## src/rtl/vec_gather_16.sv

```systemverilog
// vec_gather_16
// Gathers a stream of 64-bit beats (four FP16 lanes each) into 16-element
// vectors for a downstream 16-to-1 adder tree. A vector ends after four beats
// or on an earlier beat flagged in_last. Elements the stream did not supply
// are filled with PAD_VAL.
//
// Ports
//   clk        single clock, rising edge
//   rst_n      asynchronous active-low reset
//   in_valid   upstream beat valid
//   in_ready   block can accept a beat this cycle (depends on registered state only)
//   in_data    four FP16 lanes, lane j at [16j+15:16j]
//   in_last    final beat of the current vector (qualified by in_valid)
//   out_valid  out_vec holds a complete vector
//   out_ready  downstream accepts the vector
//   out_vec    16 FP16 elements, element i at [16i+15:16i]
//   out_count  stream-supplied elements in out_vec: 4, 8, 12 or 16
//
// Handshake: a beat moves on a rising edge where in_valid & in_ready are both
// high; a vector moves on a rising edge where out_valid & out_ready are both
// high. A producer holding valid high keeps its payload stable until it moves;
// ready never depends combinationally on valid.
//
// Storage is two slots: a fill buffer that assembles the current vector and
// the output register. A finished vector that cannot enter the output register
// stays parked in the fill buffer (held) and blocks further input until it can.

module vec_gather_16 #(
  parameter logic [15:0] PAD_VAL = 16'h0000
) (
  input  logic         clk,
  input  logic         rst_n,
  input  logic         in_valid,
  output logic         in_ready,
  input  logic [63:0]  in_data,
  input  logic         in_last,
  output logic         out_valid,
  input  logic         out_ready,
  output logic [255:0] out_vec,
  output logic [4:0]   out_count
);

  logic [255:0] fill_buf;
  logic [255:0] asm_vec;
  logic [255:0] pad_vec;
  logic [1:0]   b;
  logic         held;
  logic [4:0]   held_cnt;

  logic         beat_acc;
  logic         complete;
  logic         out_free;
  logic [4:0]   new_cnt;

  assign pad_vec  = {16{PAD_VAL}};
  assign in_ready = !held;
  assign beat_acc = in_valid && in_ready;
  // in_last on the fourth beat changes nothing: the vector ends either way.
  assign complete = beat_acc && ((b == 2'd3) || in_last);
  // The output slot can take a vector if it is empty or is being drained now.
  assign out_free = !out_valid || out_ready;
  assign new_cnt  = {1'b0, b, 2'b00} + 5'd4;

  // Fill buffer with the incoming beat merged into elements 4b..4b+3.
  // Unwritten elements already hold PAD_VAL, so a short vector is padded
  // for free.
  always_comb begin
    asm_vec = fill_buf;
    for (int j = 0; j < 4; j++) begin
      asm_vec[{b, j[1:0], 4'b0000} +: 16] = in_data[j*16 +: 16];
    end
  end

  always_ff @(posedge clk or negedge rst_n) begin
    if (!rst_n) begin
      out_valid <= 1'b0;
      out_vec   <= '0;
      out_count <= '0;
      fill_buf  <= {16{PAD_VAL}};
      b         <= 2'd0;
      held      <= 1'b0;
      held_cnt  <= 5'd0;
    end else begin
      // Drained vector leaves unless a new one loads at this same edge below.
      if (out_valid && out_ready) begin
        out_valid <= 1'b0;
      end

      if (held) begin
        if (out_free) begin
          out_vec   <= fill_buf;
          out_count <= held_cnt;
          out_valid <= 1'b1;
          fill_buf  <= pad_vec;
          b         <= 2'd0;
          held      <= 1'b0;
        end
      end else if (beat_acc) begin
        if (complete) begin
          if (out_free) begin
            out_vec   <= asm_vec;
            out_count <= new_cnt;
            out_valid <= 1'b1;
            fill_buf  <= pad_vec;
            b         <= 2'd0;
          end else begin
            fill_buf  <= asm_vec;
            held      <= 1'b1;
            held_cnt  <= new_cnt;
          end
        end else begin
          fill_buf <= asm_vec;
          b        <= b + 2'd1;
        end
      end
    end
  end

endmodule

```

## config.mk

```make
export PLATFORM = sky130hd
export DESIGN_NAME = vec_gather_16
export DESIGN_NICKNAME = d
export VERILOG_FILES = /design/src/rtl/vec_gather_16.sv
export SDC_FILE = /design/constraint.sdc
export NUM_CORES = 1
export LEC_CHECK = 0
export CORE_ASPECT_RATIO = 0.75
export CORE_MARGIN = 3
export CORE_UTILIZATION = 40
export DETAILED_ROUTE_END_ITERATION = 16
export MAX_ROUTING_LAYER = met4
export RECOVER_POWER = 25
export REMOVE_ABC_BUFFERS = 1
export SLEW_MARGIN = 5
export SYNTH_ARGS = -nofsm -noshare
export SYNTH_HDL_FRONTEND = slang
export SYNTH_SLANG_ARGS = --single-unit
export TNS_END_PERCENT = 100
```

## constraint.sdc

```tcl
create_clock -name clk -period 2.3 [get_ports clk]
set_input_delay 0.46 -clock clk [delete_from_list [all_inputs] [get_ports clk]]
set_output_delay 0.46 -clock clk [all_outputs]
set_load 0.05 [all_outputs]
```

* After elaboration in Yosys (flattened, before gate mapping) *
Cells that the tools add are included.

word-level totals
  flip-flop bits (word level) = 526
  latch bits = 0
  bits in writable memories = 0
  bits in read-only memories = 0
  input port bits = 69
  output and inout port bits = 263
  logic and storage cells = 69
  memories kept = 0

cells by class
  add/subtract/negate cells = 6
  multiply operators = 0
  divide/modulo/power cells = 0
  $lt $le $gt $ge = 0
  equality and inequality tests = 2
  shift operators = 8
  muxes and demuxes = 32
  bitwise operators = 2
  reduce and logical (&&, ||, !) cells = 12

operators by type and width
  kind                                                     number
  two-way mux 256 bit                                      10
  bitwise mux 256 bit                                      4
  variable shift 16 x 10 -> 256 bit, first input constant  4
  indexed part select 16 x 10 -> 256 bit                   4
  negator 8 -> 10 bit                                      4
  two-way mux 5 bit                                        5
  two-way mux 1 bit                                        9
  two-way mux 2 bit                                        4
  adder 4 x 3 -> 5 bit, second input constant              1
  AND reduction 4 bit                                      1
  nonzero test 2 bit                                       2
  logical AND 1 bit                                        3
  AND reduction 3 bit                                      1
  adder 2 x 1 -> 2 bit, second input constant              1
  equality test 2 bit, second input constant               1
  logical NOT 1 bit                                        2
  logical OR 1 bit                                         2
  inequality test 2 x 1 -> 1 bit, second input constant    1
  NOT 1 bit                                                2
  AND reduction 2 bit                                      1

* Longest topological paths before layout *
  depth after elaboration = 10
  gate-level depth with buffers = 8
  gate-level depth less buffers = 6

* Worst setup path after synthesis *
Ideal clock, no wire load.

  path type = reg2reg
  start point = register b[0]
  end point = register fill_buf[133]
  library setup time = 0.066 ns
  data arrival time = 2.178 ns
  data required time = 2.234 ns
  setup slack = 0.056 ns
  cell stages (with the launch flop) = 9
  buffers on the path = 2
  clock period less this slack = 2.244 ns
  cells stage by stage = dfrtp_1 inv_1 ha_1 or2_1 buf_2 nor4_4 a21boi_4 buf_4 a22o_1

on the way
  word-level cells in the longest chain between the ends = 10
  elaborated cells between the ends (all ways) = 23
  classes of those cells = add/sub (4); eq/ne (1); shift (8); mux (8); reduce/logical (2)

ends and longest elaborated chain
  element                                                                                      line  text
  start: declaration                                                                           46    logic [1:0] b;
  start signal: assignment                                                                     113   b <= b + 2'd1;
  negator 8 -> 10 bit                                                                          70    asm_vec[{b, j[1:0], 4'b0000} +: 16] = in_data[j*16 +: 16];
  indexed part select 16 x 10 -> 256 bit or variable shift 16 x 10 -> 256 bit (tied branches)  70
  bitwise mux 256 bit (4 in series)                                                            70
  two-way mux 256 bit                                                                          100   if (out_free) begin
  two-way mux 256 bit *                                                                        99    if (complete) begin
  two-way mux 256 bit *                                                                        98    end else if (beat_acc) begin
  two-way mux 256 bit *                                                                        89    if (held) begin
  end signal: assignment                                                                       94    fill_buf <= pad_vec;
  end signal: assignment                                                                       104   fill_buf <= pad_vec;
  end signal: assignment                                                                       107   fill_buf <= asm_vec;
  end: declaration                                                                             43    logic [255:0] fill_buf;

Every way passes the cells marked *; elsewhere a longest branch is shown, timed or not. The select of a mux whose other input is x is not followed.
A chain may end at the register's enable or synchronous reset.

* Worst setup path in the final report *
  start point = register out_vec[149]
  end point = output out_vec[149]

RTL lines
  element                   line  text
  start: declaration        39    output logic [255:0] out_vec,
  start signal: assignment  91    out_vec <= fill_buf;
  start signal: assignment  101   out_vec <= asm_vec;

No word-level cell between the ends.

==> flow_summary.yaml <==
finish:
  fin_nets: 2190
  synthToLayoutAreaGrowth_pct: 28.4
  n_fill_cell: 4585
  layout-drive-gt1-share_pct: 9.66
  seq_area_mm2: 0.0131
  multiInputGateArea_mm2: 0.00717
  finalNonFillerCells: 2860
sta:
  tns_ns: 0
  min_period_over_period_pct: 98.2
  finalHoldViolations: 0
  timing.final.max_slew_violations: 0
  worstMarginPinSlew_ns: 1.04
  skew_ns: 0.0136
  relSlewSlack_pct: 30.8
  clock.fmax_mhz: 443
  fin_crit_ns: 2.26
  rsz0062_at_grt: "true"
  setup_viol: 0
synth:
  ys_types: 38
  yosysSeqAreaShare_pct: 61.6
  postSynthCellCount: 1863
  ys_warn_count: 0
  postSynthAreaPerCell_um2: 11.4
  ys_seq_elements: 522
  netlist_area_mm2: 0.0212
setup_path:
  path_delay_family: "buffers and inverters"
  cp.required_ns: 1.84
  crit_fanout: 2
  path_cells: "clkdlybuf4s50_1"
  cp_data_arrival_time_ns: 1.80
  r2r_cells: 7
  critPathMaxStageDelay_ns: 0.82
  crit_type: "reg -> out"
  crit_buf_inv: 1
  crit_path_end_kind: "primary output"
  critPathLaunchType: "flip-flop"
  r2r_start: "b[0]"
  reg2reg_slack_ns: 0.11
  regToRegEndpoint: "fill_buf[102]"
  crit_path_top_delay_cell: "clkdlybuf4s50_1"
clocking:
  h-tree-depth: 2
  cts_buffers: 52
  worstSkewPairLatency_ns: 0.59
  clock_sinks: 522
  cts_tree: "yes"
  clk_pin_slew_ns: 0.06
  root_buffer: "clkbuf_16"
  clk_path_buf_depth: 3
die:
  fp-row-count: 72
  ios: 332
  fp.dieH_um: 205
  dieArea_mm2: 0.0559
  coreArea_mm2: 0.0520
  start_util_pct: 40.8
  fp.dieW_um: 272
placed_design:
  io_buffer_count: 329
  dp_hpwl_mm: 42.1
  globalplace.congestion: 0.789
  dp_cells: 2763
pwr:
  ir_drop_mv: 0.591
  total_power_mw: 28.2
  pwr-share-comb_pct: 30.9
  netSwitchingFraction_pct: 37.2
  power.density_mw_per_mm2: 1040
  power.internal_mw: 17.7
  seq_power_share_pct: 39.4
  total_leakage_power_nw: 12.2
  p_sw_mw: 10.5
  clkPwrFrac_pct: 29.6
global_routing:
  grt_max_degree: 62
  grt_pass1_wl_mm: 99.7
  first_global_vias: 16400
  globalRouteOverflowTotal: 0
  grt_use_total_pct: 23.5
  grt_antenna_before_repair: 2
routing:
  drc: 0
  first_pass_iters: 5
  wire_per_inst_um: 22.6
  drt_wl_total_mm: 64.7
  num_vias: 16400
  drtAntennaViolNets: 0
  vias_per_cell: 5.72
  first_iter_violations: 1500
hold_path:
  hold_end: "out_vec[241]"
  holdPathStages: 2
  worstHoldStart: "out_vec[241]"
  hp-class: "reg -> reg"
flow_run:
  maxCapViolCount: 0
run_status:
  outcome: "finished, final reports clean"
[worst max-delay path by stage]
stage	end	slack (ns)	start	depth (start not counted)
finish	out_vec[149]	0.04	out_vec[149]	1
global route	fill_buf[82]	-0.03	b[0]	7
CTS	out_vec[60]	0.002	out_vec[60]	1
detailed placement	fill_buf[169]	-0.01	in_last	7
global placement	fill_buf[159]	0.02	in_last	7
floorplan	out_count[2]	-8.40	b[0]	4
[final cells by class]
cell class	count	share of cell area (%)
Antenna cell	3	0.0276
Clock buffer	80	5.73
Clock inverter	13	0.386
Inverter	6	0.0827
Multi-Input combinational cell	1109	26.3
Sequential cell	522	48.0
Tap cell	703	3.23
Timing Repair Buffer	424	16.2
[registers in the layout, indices dropped and copies added (netlist names)]
signal     count
b              2
fill_buf     256
held           1
held_cnt       3
out_count      3
out_valid      1
out_vec      256
[kinds of logic after synthesis]
group / after synthesis / share of synthesized area [%]
compound gates: 788 / 26.5
flops: 522 / 61.6
simple gates: 308 / 6.10
buf+inv: 233 / 5.18
fa+ha+maj: 6 / 0.354
mux: 5 / 0.254
other cells: 1 / 0.0177
[Yosys cell counts (all sizes together)]
cell | count | share of area (%)
a21bo | 1 | 0.047
a21boi | 2 | 0.14
a21o | 2 | 0.077
a21oi | 5 | 0.12
a22o | 255 | 11
a22oi | 254 | 9.0
a32o | 2 | 0.094
buf | 102 | 2.9
clkbuf | 125 | 2.2
conb | 1 | 0.018
dfrtp | 522 | 62
ha | 6 | 0.35
inv | 6 | 0.11
mux2 | 3 | 0.16
mux2i | 2 | 0.094
nand2 | 268 | 4.7
nand2b | 9 | 0.27
nand3 | 1 | 0.024
nor2 | 9 | 0.16
nor2b | 1 | 0.030
nor3 | 14 | 0.55
nor4 | 3 | 0.23
nor4b | 1 | 0.041
o21a | 1 | 0.035
o21ai | 265 | 6.4
o22a | 1 | 0.041
or2 | 2 | 0.059
[through the flow]
| step | cell area, um^2 | hold slack, ns | worst slack, ns | utilization (%) |
|---|---|---|---|---|
| 6_report | 27200 | 0.476 | 0.0410 | 52.4 |
| 2_1_floorplan | 20100 | 0.164 | -8.40 | - |
| 5_1_grt | 27200 | 0.500 | -0.0294 | 52.4 |
| 3_3_place_gp | 25600 | 0.461 | 0.0166 | 49.2 |
| 3_5_place_dp | 25600 | 0.469 | -0.0140 | 49.2 |
| 4_1_cts | 27200 | 0.439 | 0.00206 | 52.3 |
[per-layer routing]
metal  track usage (%)  routed length (um)  up-vias
met1              33.1               28800     8357
met5                 -                   0        -
met3              3.66                4510       91
met4              6.80                1480        0
li1                  -                   -     7303
met2              35.5               29900      618
[power groups by stage]
stage / logic [mW] / clock network (mW) / registers, mW
after floorplan: 2.35 / 0 / 13.8
after global placement: 8.74 / 0 / 11.3
after detailed placement: 8.85 / 0 / 11.3
after CTS: 8.75 / 8.56 / 11.1
after global routing: 9.24 / 8.95 / 11.2
final: 8.73 / 8.36 / 11.1
[layout by cell type, fill, tap and decap left out, types with 5 or more instances in the layout]
| cell type | count |
|---|---|
| dfrtp_1 | 521 |
| nand2_1 | 267 |
| a22o_1 | 255 |
| a22oi_1 | 254 |
| clkdlybuf4s50_1 | 254 |
| o21ai_0 | 230 |
| clkbuf_16 | 54 |
| dlygate4sd2_1 | 53 |
| buf_4 | 50 |
| buf_12 | 35 |
| o21ai_1 | 29 |
| dlymetal6s2s_1 | 19 |
| clkbuf_1 | 16 |
| clkbuf_8 | 11 |
| clkinv_2 | 10 |
| nor2_1 | 8 |
| nor3_4 | 8 |
| inv_1 | 6 |
| nand2b_1 | 6 |
| o21ai_4 | 5 |
| a21oi_1 | 5 |
| clkbuf_4 | 5 |
[what timing repair did]
action / 4_1_cts / 5_1_grt
setup endpoints to repair: 53 / 72
hold endpoints to repair: 48 / 0
cloned: 0 / 0
buffers inserted: 0 / 0
gates resized for setup: 53 / 28
hold buffers: 1 / 0
Note: power is estimated with default switching activity, not from simulation.
